--- config.mk ---
export PLATFORM = sky130hd
export DESIGN_NAME = cp0
export DESIGN_NICKNAME = d
export VERILOG_FILES = /design/src/rtl/cp0_pkg.sv /design/src/rtl/cp0.sv
export SDC_FILE = /design/constraint.sdc
export NUM_CORES = 1
export LEC_CHECK = 0
export CAP_MARGIN = 5
export CORE_UTILIZATION = 45
export CTS_BUF_LIST = sky130_fd_sc_hd__clkbuf_8
export DETAILED_ROUTE_END_ITERATION = 7
export PLACE_DENSITY = 0.87
export SETUP_SLACK_MARGIN = 0.1
export SLEW_MARGIN = 0
export SYNTH_ARGS = -nofsm -noshare
export SYNTH_HDL_FRONTEND = slang
export SYNTH_SLANG_ARGS = --single-unit
export TNS_END_PERCENT = 5
--- constraint.sdc ---
create_clock -name clk -period 3.2 [get_ports clk]
set_input_delay 0.48 -clock clk [delete_from_list [all_inputs] [get_ports clk]]
set_output_delay 0.48 -clock clk [all_outputs]
set_load 0.01 [all_outputs]
--- src/rtl/cp0_pkg.sv ---
// cp0_pkg: shared constants for coprocessor 0 and its consumers.
//   - CP0 register numbers (SR, Cause, EPC, PrID)
//   - Exception codes written into Cause.ExcCode
//   - Exception handler entry address, also used by next-PC selection
//   - epcOf(): EPC value captured on exception or interrupt entry
package cp0_pkg;

  localparam logic [4:0] REG_SR    = 5'd12;
  localparam logic [4:0] REG_CAUSE = 5'd13;
  localparam logic [4:0] REG_EPC   = 5'd14;
  localparam logic [4:0] REG_PRID  = 5'd15;

  localparam logic [4:0] EXC_INT  = 5'd0;
  localparam logic [4:0] EXC_ADEL = 5'd4;
  localparam logic [4:0] EXC_ADES = 5'd5;
  localparam logic [4:0] EXC_RI   = 5'd10;
  localparam logic [4:0] EXC_OV   = 5'd12;

  localparam logic [31:0] EXC_ENTRY = 32'h0000_4180;
  localparam logic [31:0] PRID      = 32'h0000_C0DE;

  // The victim PC is word-aligned first; a delay-slot victim restarts at
  // its branch, one word earlier.
  function automatic logic [31:0] epcOf(input logic [31:0] pc, input logic bd);
    logic [31:0] aligned;
    aligned = pc & ~32'h0000_0003;
    return bd ? (aligned - 32'd4) : aligned;
  endfunction

endpackage

--- src/rtl/cp0.sv ---
// cp0: coprocessor 0 for the MEM stage. Holds SR, Cause, EPC and PrID,
// raises intReq for interrupts/exceptions, captures the victim PC and serves
// mfc0/mtc0/eret.
// Ports:
//   clk, reset   - clock, asynchronous active-high reset
//   A1           - mfc0 source register number
//   A2, DIn, WE  - mtc0 destination, data, enable
//   PC, BD       - MEM-stage instruction PC and delay-slot flag
//   ExcCode      - MEM-stage exception code (0 = none)
//   HWInt        - external interrupt lines
//   EXLClr       - eret in MEM
//   intReq       - take exception/interrupt this cycle
//   epc          - eret return address (forwarded from a same-cycle mtc0 $14)
//   DOut         - mfc0 read data
module cp0
  import cp0_pkg::*;
(
  input  logic        clk,
  input  logic        reset,
  input  logic [4:0]  A1,
  input  logic [4:0]  A2,
  input  logic [31:0] DIn,
  input  logic        WE,
  input  logic [31:0] PC,
  input  logic        BD,
  input  logic [4:0]  ExcCode,
  input  logic [5:0]  HWInt,
  input  logic        EXLClr,
  output logic        intReq,
  output logic [31:0] epc,
  output logic [31:0] DOut
);

  logic [5:0]  im;
  logic        exl;
  logic        ie;
  logic        bdReg;
  logic [5:0]  ip;
  logic [4:0]  excCodeReg;
  logic [31:0] epcReg;

  logic intPending;
  logic excPending;
  logic wrSr;
  logic wrEpc;

  // Request decision uses live HWInt, not the lagging IP copy.
  assign intPending = (|(HWInt & im)) & ie & ~exl;
  assign excPending = (ExcCode != 5'd0) & ~exl;
  assign intReq     = intPending | excPending;

  assign wrSr  = WE && (A2 == REG_SR);
  assign wrEpc = WE && (A2 == REG_EPC);

  assign epc = wrEpc ? DIn : epcReg;

  always_ff @(posedge clk or posedge reset) begin
    if (reset) begin
      im         <= 6'd0;
      exl        <= 1'b0;
      ie         <= 1'b0;
      bdReg      <= 1'b0;
      ip         <= 6'd0;
      excCodeReg <= 5'd0;
      epcReg     <= 32'd0;
    end else begin
      ip <= HWInt;
      if (intReq) begin
        // Entry: the victim does not commit, so any mtc0 is dropped.
        exl        <= 1'b1;
        bdReg      <= BD;
        excCodeReg <= intPending ? EXC_INT : ExcCode;
        epcReg     <= epcOf(PC, BD);
      end else begin
        if (wrSr) begin
          im  <= DIn[15:10];
          ie  <= DIn[0];
          exl <= EXLClr ? 1'b0 : DIn[1];
        end else if (EXLClr) begin
          exl <= 1'b0;
        end
        if (wrEpc) begin
          epcReg <= DIn;
        end
      end
    end
  end

  always_comb begin
    DOut = 32'd0;
    case (A1)
      REG_SR:    DOut = {16'd0, im, 8'd0, exl, ie};
      REG_CAUSE: DOut = {bdReg, 15'd0, ip, 3'd0, excCodeReg, 2'd0};
      REG_EPC:   DOut = epcReg;
      REG_PRID:  DOut = PRID;
      default:   DOut = 32'd0;
    endcase
  end

endmodule

==> reports/results.tsv, run 1 <==
stage	metric	value	unit
clock_network	cts_htree_levels	2	
setup_path	critPathLaunchType	input port	
routing	via_count	3944	
sta	fmax	332	MHz
sta	period_share	94.0	%
sta	worstMarginPinSlew	1110	ps
routing	wire_per_inst	18.7	um
yosys	async_flop_share	100	%
setup_path	rrSetupSlack	1020	ps
global_routing	grt_pass1_wl	19500	um
floorplanning	core-area	7850	um^2
run_status	status	completed	
routing	initialDrtViolationCount	343	
clock_network	cts_buffers	5	
yosys	avgSynthCellArea	9.39	um^2
global_routing	grt.total_usage	28.6	%
placement	placedCellCount	639	
routing	viasPerCell	6.10	
power	p_per_area	574	nW/um^2
yosys	netlist_instances	393	
floorplanning	fp-row-count	32	
yosys	synth_edf_count	0	
routing	ant_nets	0	
job	cap_violations	0	
finish	final_nets	635	
hold_path	whs_path_depth	1	
global_routing	grt_antenna_before_repair	0	
setup_path	worstSetupPathType	in2out	
clock_network	cts-root-buf	clkbuf_8	
yosys	synthesis.nets	484	
routing	dr.pass1.iters	5	
setup_path	cp.required	2720	ps
power	p_leak	0.00208	uW
finish	insertedDiodeCount	0	
global_routing	grt_max_degree	53	
finish	final_cell_count_no_fill	647	
floorplanning	die_area	8570	um^2
global_routing	grt_pass1_vias	3961	
sta	finalHoldViolCount	0	
sta	fin_setup_tns	0	ps
clock_network	clkLatencyLatePin	310	ps
sta	finalCriticalPeriod	3010	ps
finish	fin_util	69.9	%
clock_network	clk_pin_slew	110	ps
sta	slew_headroom	26.3	%
yosys	synth_seq_cells	52	
setup_path	cp_data_arrival_time	2530	ps
routing	route.detailed.drc	0	
yosys	synth_seq_area_share	35.3	%
clock_network	clockBufferDepth	2	
setup_path	r2r_end	im[5]$_DFFE_PP0P_	
yosys	ys.flop_type	dfrtp_1	
routing	drt_wl_total	12100	um
sta	slew_violations	0	
floorplanning	die_h	92.6	um
sta	skew	6.99	ps
setup_path	critPathMaxFanout	17	
clock_network	cts_tree	built	
power	ir_drop	0.319	mV
yosys	synth_area	3690	um^2
floorplanning	die_w	92.6	um
sta	grt_setup_unrepaired	false	
placement	port_buffers	152	
placement	place_congestion	0.887	
hold_path	whs_endpoint	excCodeReg[2]$_DFFE_PP0N_	
global_routing	globalRoute.totalOverflow	0	
floorplanning	io_pins	155	
setup_path	r2r_start	im[1]$_DFFE_PP0P_	
yosys	yosysWarnings	0	
clock_network	clkSinkCount	52	
hold_path	hold_path_class	reg2reg	
sta	hold_slack	484	ps
finish	drive_gt1_share	12.1	%
yosys	ys_types	48	
setup_path	reg2regPathDepth	5	
setup_path	cp-end-kind	output port	
sta	setup_viol	0	
clock_network	post_cts_buffers	0	
finish	area_growth	48.5	%
placement	hpwl	9350	um
hold_path	worstHoldStart	excCodeReg[2]$_DFFE_PP0N_	
floorplanning	initial_core_util	47.0	%
==> worst max-delay path, stage by stage <==
cell             delay, ps
clkdlybuf4s50_1        550
clkinvlp_4             330
o31a_1                 390
or2_2                  290
clkdlybuf4s50_1        490
==> through the flow <==
step | setup slack (ps) | power [uW] | instance area (um^2)
floorplan | 883 | 1960 | 3690
detailed placement | 124 | 2750 | 5380
CTS | 119 | 3150 | 5480
finish | 192 | 3150 | 5480
global route | 125 | 3330 | 5480
global placement | 145 | 2690 | 5380
==> kinds of logic (layout without fill, tap and decap cells) <==
family	Yosys count	after routing	share of synthesized area (%)
xor+xnor	12	12	2.85
mux	44	44	13.2
buf+inv	31	183	3.42
compound gates	81	81	15.4
simple gates	172	172	29.6
fa+ha+maj	1	1	0.339
flops	52	52	35.3
==> synthesized netlist by cell type, types with 6 or more instances <==
master	n	area, um^2
dfrtp_1	52	1300
nor2_1	24	90.1
mux2_2	20	225
and2_1	19	119
nor4_1	19	119
clkbuf_1	18	67.6
mux2_1	18	203
a31oi_1	17	106
and4_1	16	140
o31a_1	16	140
or4_1	15	113
o31ai_1	13	97.6
a21oi_1	11	55.1
nand2_1	10	37.5
or2_2	10	62.6
o21ai_0	9	45.0
xnor2_1	9	78.8
nor3_1	8	40.0
or2_1	7	43.8
mux2i_1	6	60.1
nand4_1	6	37.5
==> layer usage <==
metal  routed length [um]  track usage, %  part of all wire (%)  up-vias
li1                     -               -                     -     1813
met1                 4860            37.1                    40     1920
met2                 6160            50.3                    51      188
met3                  845            3.53                   7.0       23
met4                  264            7.55                   2.2        0
met5                    0               0                     0        -
==> report_power, final <==
group / switching, uW / total [uW] / internal (uW) / leakage, uW
sequential: 155 / 1070 / 919 / 0.000614
clock: 239 / 400 / 161 / 0.0000463
combinational: 737 / 1670 / 938 / 0.00142
==> placed cells by master (no fill, tap or decap), types with 3 or more instances in the layout <==
cell type,count
or2_1,7
a22oi_1,5
nand4_1,6
nor3b_1,5
nor3_1,8
o31a_1,16
a31oi_1,17
dfrtp_1,52
or2_2,10
xor2_1,3
nand3_1,5
nand4b_1,4
mux2_1,18
nor4_1,19
and2_1,19
nor2_1,24
or3_1,5
mux2i_1,6
mux2_2,20
nor2b_1,5
and4_1,16
a21oi_1,11
o21ai_0,9
inv_1,3
o31ai_1,13
or4_1,15
nand2_1,10
a21o_1,5
xnor2_1,9
nand2b_1,3
buf_4,16
clkbuf_8,5
clkdlybuf4s50_1,152
==> worst max path at each step <==
stage | start | to
floorplan | HWInt[1] | intReq
global placement | A2[1] | epc[31]
detailed placement | A2[1] | epc[31]
CTS | A2[1] | epc[31]
global route | A2[1] | epc[16]
finish | A2[1] | epc[31]
==> flip-flops by register name (all words and copies together), names as in the netlist <==
signal and cells:
bdReg 1, epcReg 32, excCodeReg 5, exl 1
ie 1, im 6, ip 6
==> layout make-up <==
cell class              instances  area (um^2)
well taps                     102          128
fillers                       642         2360
flip-flops and latches         52         1300
repair buffers                169         1660
multi-input cells             310         2270
inverters                       6         26.3
clock buffers                   5         68.8
clock inverters                 3         27.5
==> timing repair <==
action,in CTS,in global routing
endpoints found under the setup margin,0,13
hold buffers,0,0
resized for setup,0,1
(Power assumes the default switching activity.)
==> run 2, diff against run 1 <==
- ABC_AREA: default -> 1
- CORE_UTILIZATION: 45 -> 48
- PLACE_DENSITY: 0.87 -> 0.92
==> run 2 against run 1 <==
Effect of this change: critical path depth is 3 higher; utilization increased by 3.7 points; clock power rose by 31%; count of clock-buffer cells in the layout unchanged; final cell count rose by 28%; critical endpoint is now DOut[14]; largest cell class unchanged; largest power group unchanged.
==> reports/results.tsv, run 2 <==
stage	metric	value	unit
clock_network	post_cts_buffers	0	
hold_path	whs_endpoint	im[0]$_DFFE_PP0P_	
setup_path	rrSetupSlack	1430	ps
yosys	synthTopCellsByArea	dfrtp_1 (35%), nand2_1 (19%), nor2_1 (9.2%)	
placement	placedCellCount	820	
setup_path	reg2regPathDepth	9	
setup_path	r2r_end	epcReg[9]$_DFF_PP0_	
sta	setup_viol	0	
yosys	ys.flop_type	dfrtp_1	
finish	top_regs	epcReg (32), im (6), ip (6)	
finish	insertedDiodeCount	0	
floorplanning	die_area	8120	um^2
global_routing	grt.total_usage	28.6	%
global_routing	globalRoute.totalOverflow	0	
routing	viasPerCell	5.16	
power	p_per_area	571	nW/um^2
clock_network	hold_buffers	0	
yosys	synth_top_cells_by_count	nand2_1 (193), nor2_1 (91), inv_1 (79), dfrtp_1 (52), o21ai_1 (27)	
floorplanning	initial_core_util	50.5	%
clock_network	clk_pin_slew	90	ps
setup_path	cp.required	2720	ps
power	p_leak	0.00267	uW
sta	finalCriticalPeriod	2880	ps
placement	place_congestion	0.945	
finish	final_nets	819	
finish	final_common_cell	nand2_1	
placement	port_buffers	152	
global_routing	grt_antenna_before_repair	0	
routing	dr.pass1.iters	5	
sta	slew_violations	0	
global_routing	grt_pass1_wl	18900	um
hold_path	hold_path_class	reg2reg	
routing	initialDrtViolationCount	301	
hold_path	whs_path_depth	2	
finish	final_cell_count_no_fill	827	
yosys	synthesis.nets	673	
finish	area_growth	45.6	%
setup_path	critPathMaxFanout	13	
clock_network	clockBufferDepth	2	
clock_network	cts_buffers	5	
floorplanning	io_pins	155	
yosys	synth.most_common_cell	nand2_1	
floorplanning	die_h	90.1	um
sta	fmax	347	MHz
yosys	yosysWarnings	0	
yosys	avgSynthCellArea	6.40	um^2
sta	finalHoldViolCount	0	
yosys	synth_seq_cells	52	
finish	mostFrequentLayoutCells	nand2_1 (193), clkdlybuf4s50_1 (152), nor2_1 (91), inv_1 (78), dfrtp_1 (52)	
sta	slew_headroom	58.4	%
sta	worstMarginPinSlew	623	ps
finish	drive_gt1_share	5.77	%
routing	route.detailed.drc	0	
clock_network	cts_tree	built	
clock_network	cts-root-buf	clkbuf_8	
run_status	status	completed	
clock_network	clkLatencyLatePin	300	ps
yosys	synth_edf_count	0	
sta	period_share	90.1	%
sta	fin_setup_tns	0	ps
global_routing	grt_pass1_vias	4122	
finish	largest_register_ffs	32	
yosys	netlist_instances	582	
placement	hpwl	9210	um
finish	fin_util	73.6	%
yosys	ys_types	34	
global_routing	grt_max_degree	65	
sta	grt_setup_unrepaired	false	
clock_network	cts_htree_levels	2	
setup_path	critPathLaunchType	input port	
routing	wire_per_inst	13.9	um
floorplanning	fp-row-count	31	
finish	top_register	epcReg	
yosys	synth_area	3720	um^2
power	ir_drop	0.278	mV
floorplanning	core-area	7370	um^2
setup_path	r2r_start	im[5]$_DFFE_PP0P_	
routing	ant_nets	0	
yosys	async_flop_share	100	%
clock_network	cts-resized-gates	0	
clock_network	clkSinkCount	52	
sta	skew	11.7	ps
setup_path	cp_data_arrival_time	2400	ps
yosys	synth_seq_area_share	34.9	%
routing	via_count	4268	
setup_path	cp-end-kind	output port	
yosys	yosysTopAreaCell	dfrtp_1	
yosys	synth_top_cell_area_share	34.9	%
floorplanning	die_w	90.1	um
job	cap_violations	0	
routing	drt_wl_total	11500	um
hold_path	worstHoldStart	im[0]$_DFFE_PP0P_	
setup_path	worstSetupPathType	in2out	
## run 2: metrics by stage
| stage | hold slack, ps | total power [uW] | area, um^2 | setup WS (ps) |
|---|---|---|---|---|
| after floorplan | 480 | 1890 | 3720 | 1450 |
| after global placement | 499 | 2520 | 5290 | 401 |
| after detailed placement | 508 | 2570 | 5290 | 350 |
| final | 535 | 3100 | 5420 | 318 |
| after global routing | 552 | 3300 | 5420 | 195 |
| after CTS | 531 | 3090 | 5420 | 346 |
## run 2: worst max-delay path: stages
cell and delay (ps):
clkdlybuf4s50_1 480, inv_1 50, nor2_1 130, nand2_1 90
inv_1 330, nand2_1 130, nand4_1 150, clkdlybuf4s50_1 560
## run 2: worst max-delay path by stage
stage	end	slack, ps	from	cells past startpoint
6_report	DOut[14]	320	A1[1]	8
5_1_grt	DOut[14]	190	A1[1]	8
4_1_cts	DOut[14]	350	A1[1]	8
3_5_place_dp	DOut[14]	350	A1[1]	8
3_3_place_gp	DOut[6]	400	A1[1]	8
2_1_floorplan	epc[0]	1450	A2[3]	6
## run 2: kinds of logic (layout without fill, tap and decap cells)
group	Yosys count	in the layout	synth area share (%)
compound gates	75	75	11.1
xor+xnor	9	9	2.12
fa+ha+maj	1	1	0.336
buf+inv	101	247	11.8
flops	52	52	34.9
simple gates	344	344	39.8
## run 2: metal layers
metal  wire, um  vias up  GRT usage [%]
met5          0        -              0
met4        302        0           9.41
met3        788       27           3.89
met2       5500      206           49.2
met1       4930     1949           36.9
li1           -     2086              -
## run 2: power by group
part	switching (uW)	internal, uW
combinational	850	702
sequential	108	915
clock	215	308
## run 2: layout make-up
| class | instances | area [um^2] |
|---|---|---|
| Inverter | 83 | 312 |
| Clock buffer | 5 | 68.8 |
| Multi-Input combinational cell | 429 | 1990 |
| Tap cell | 99 | 124 |
| Fill cell | 573 | 1950 |
| Timing Repair Buffer | 157 | 1570 |
| Sequential cell | 52 | 1300 |
| Clock inverter | 2 | 60.1 |
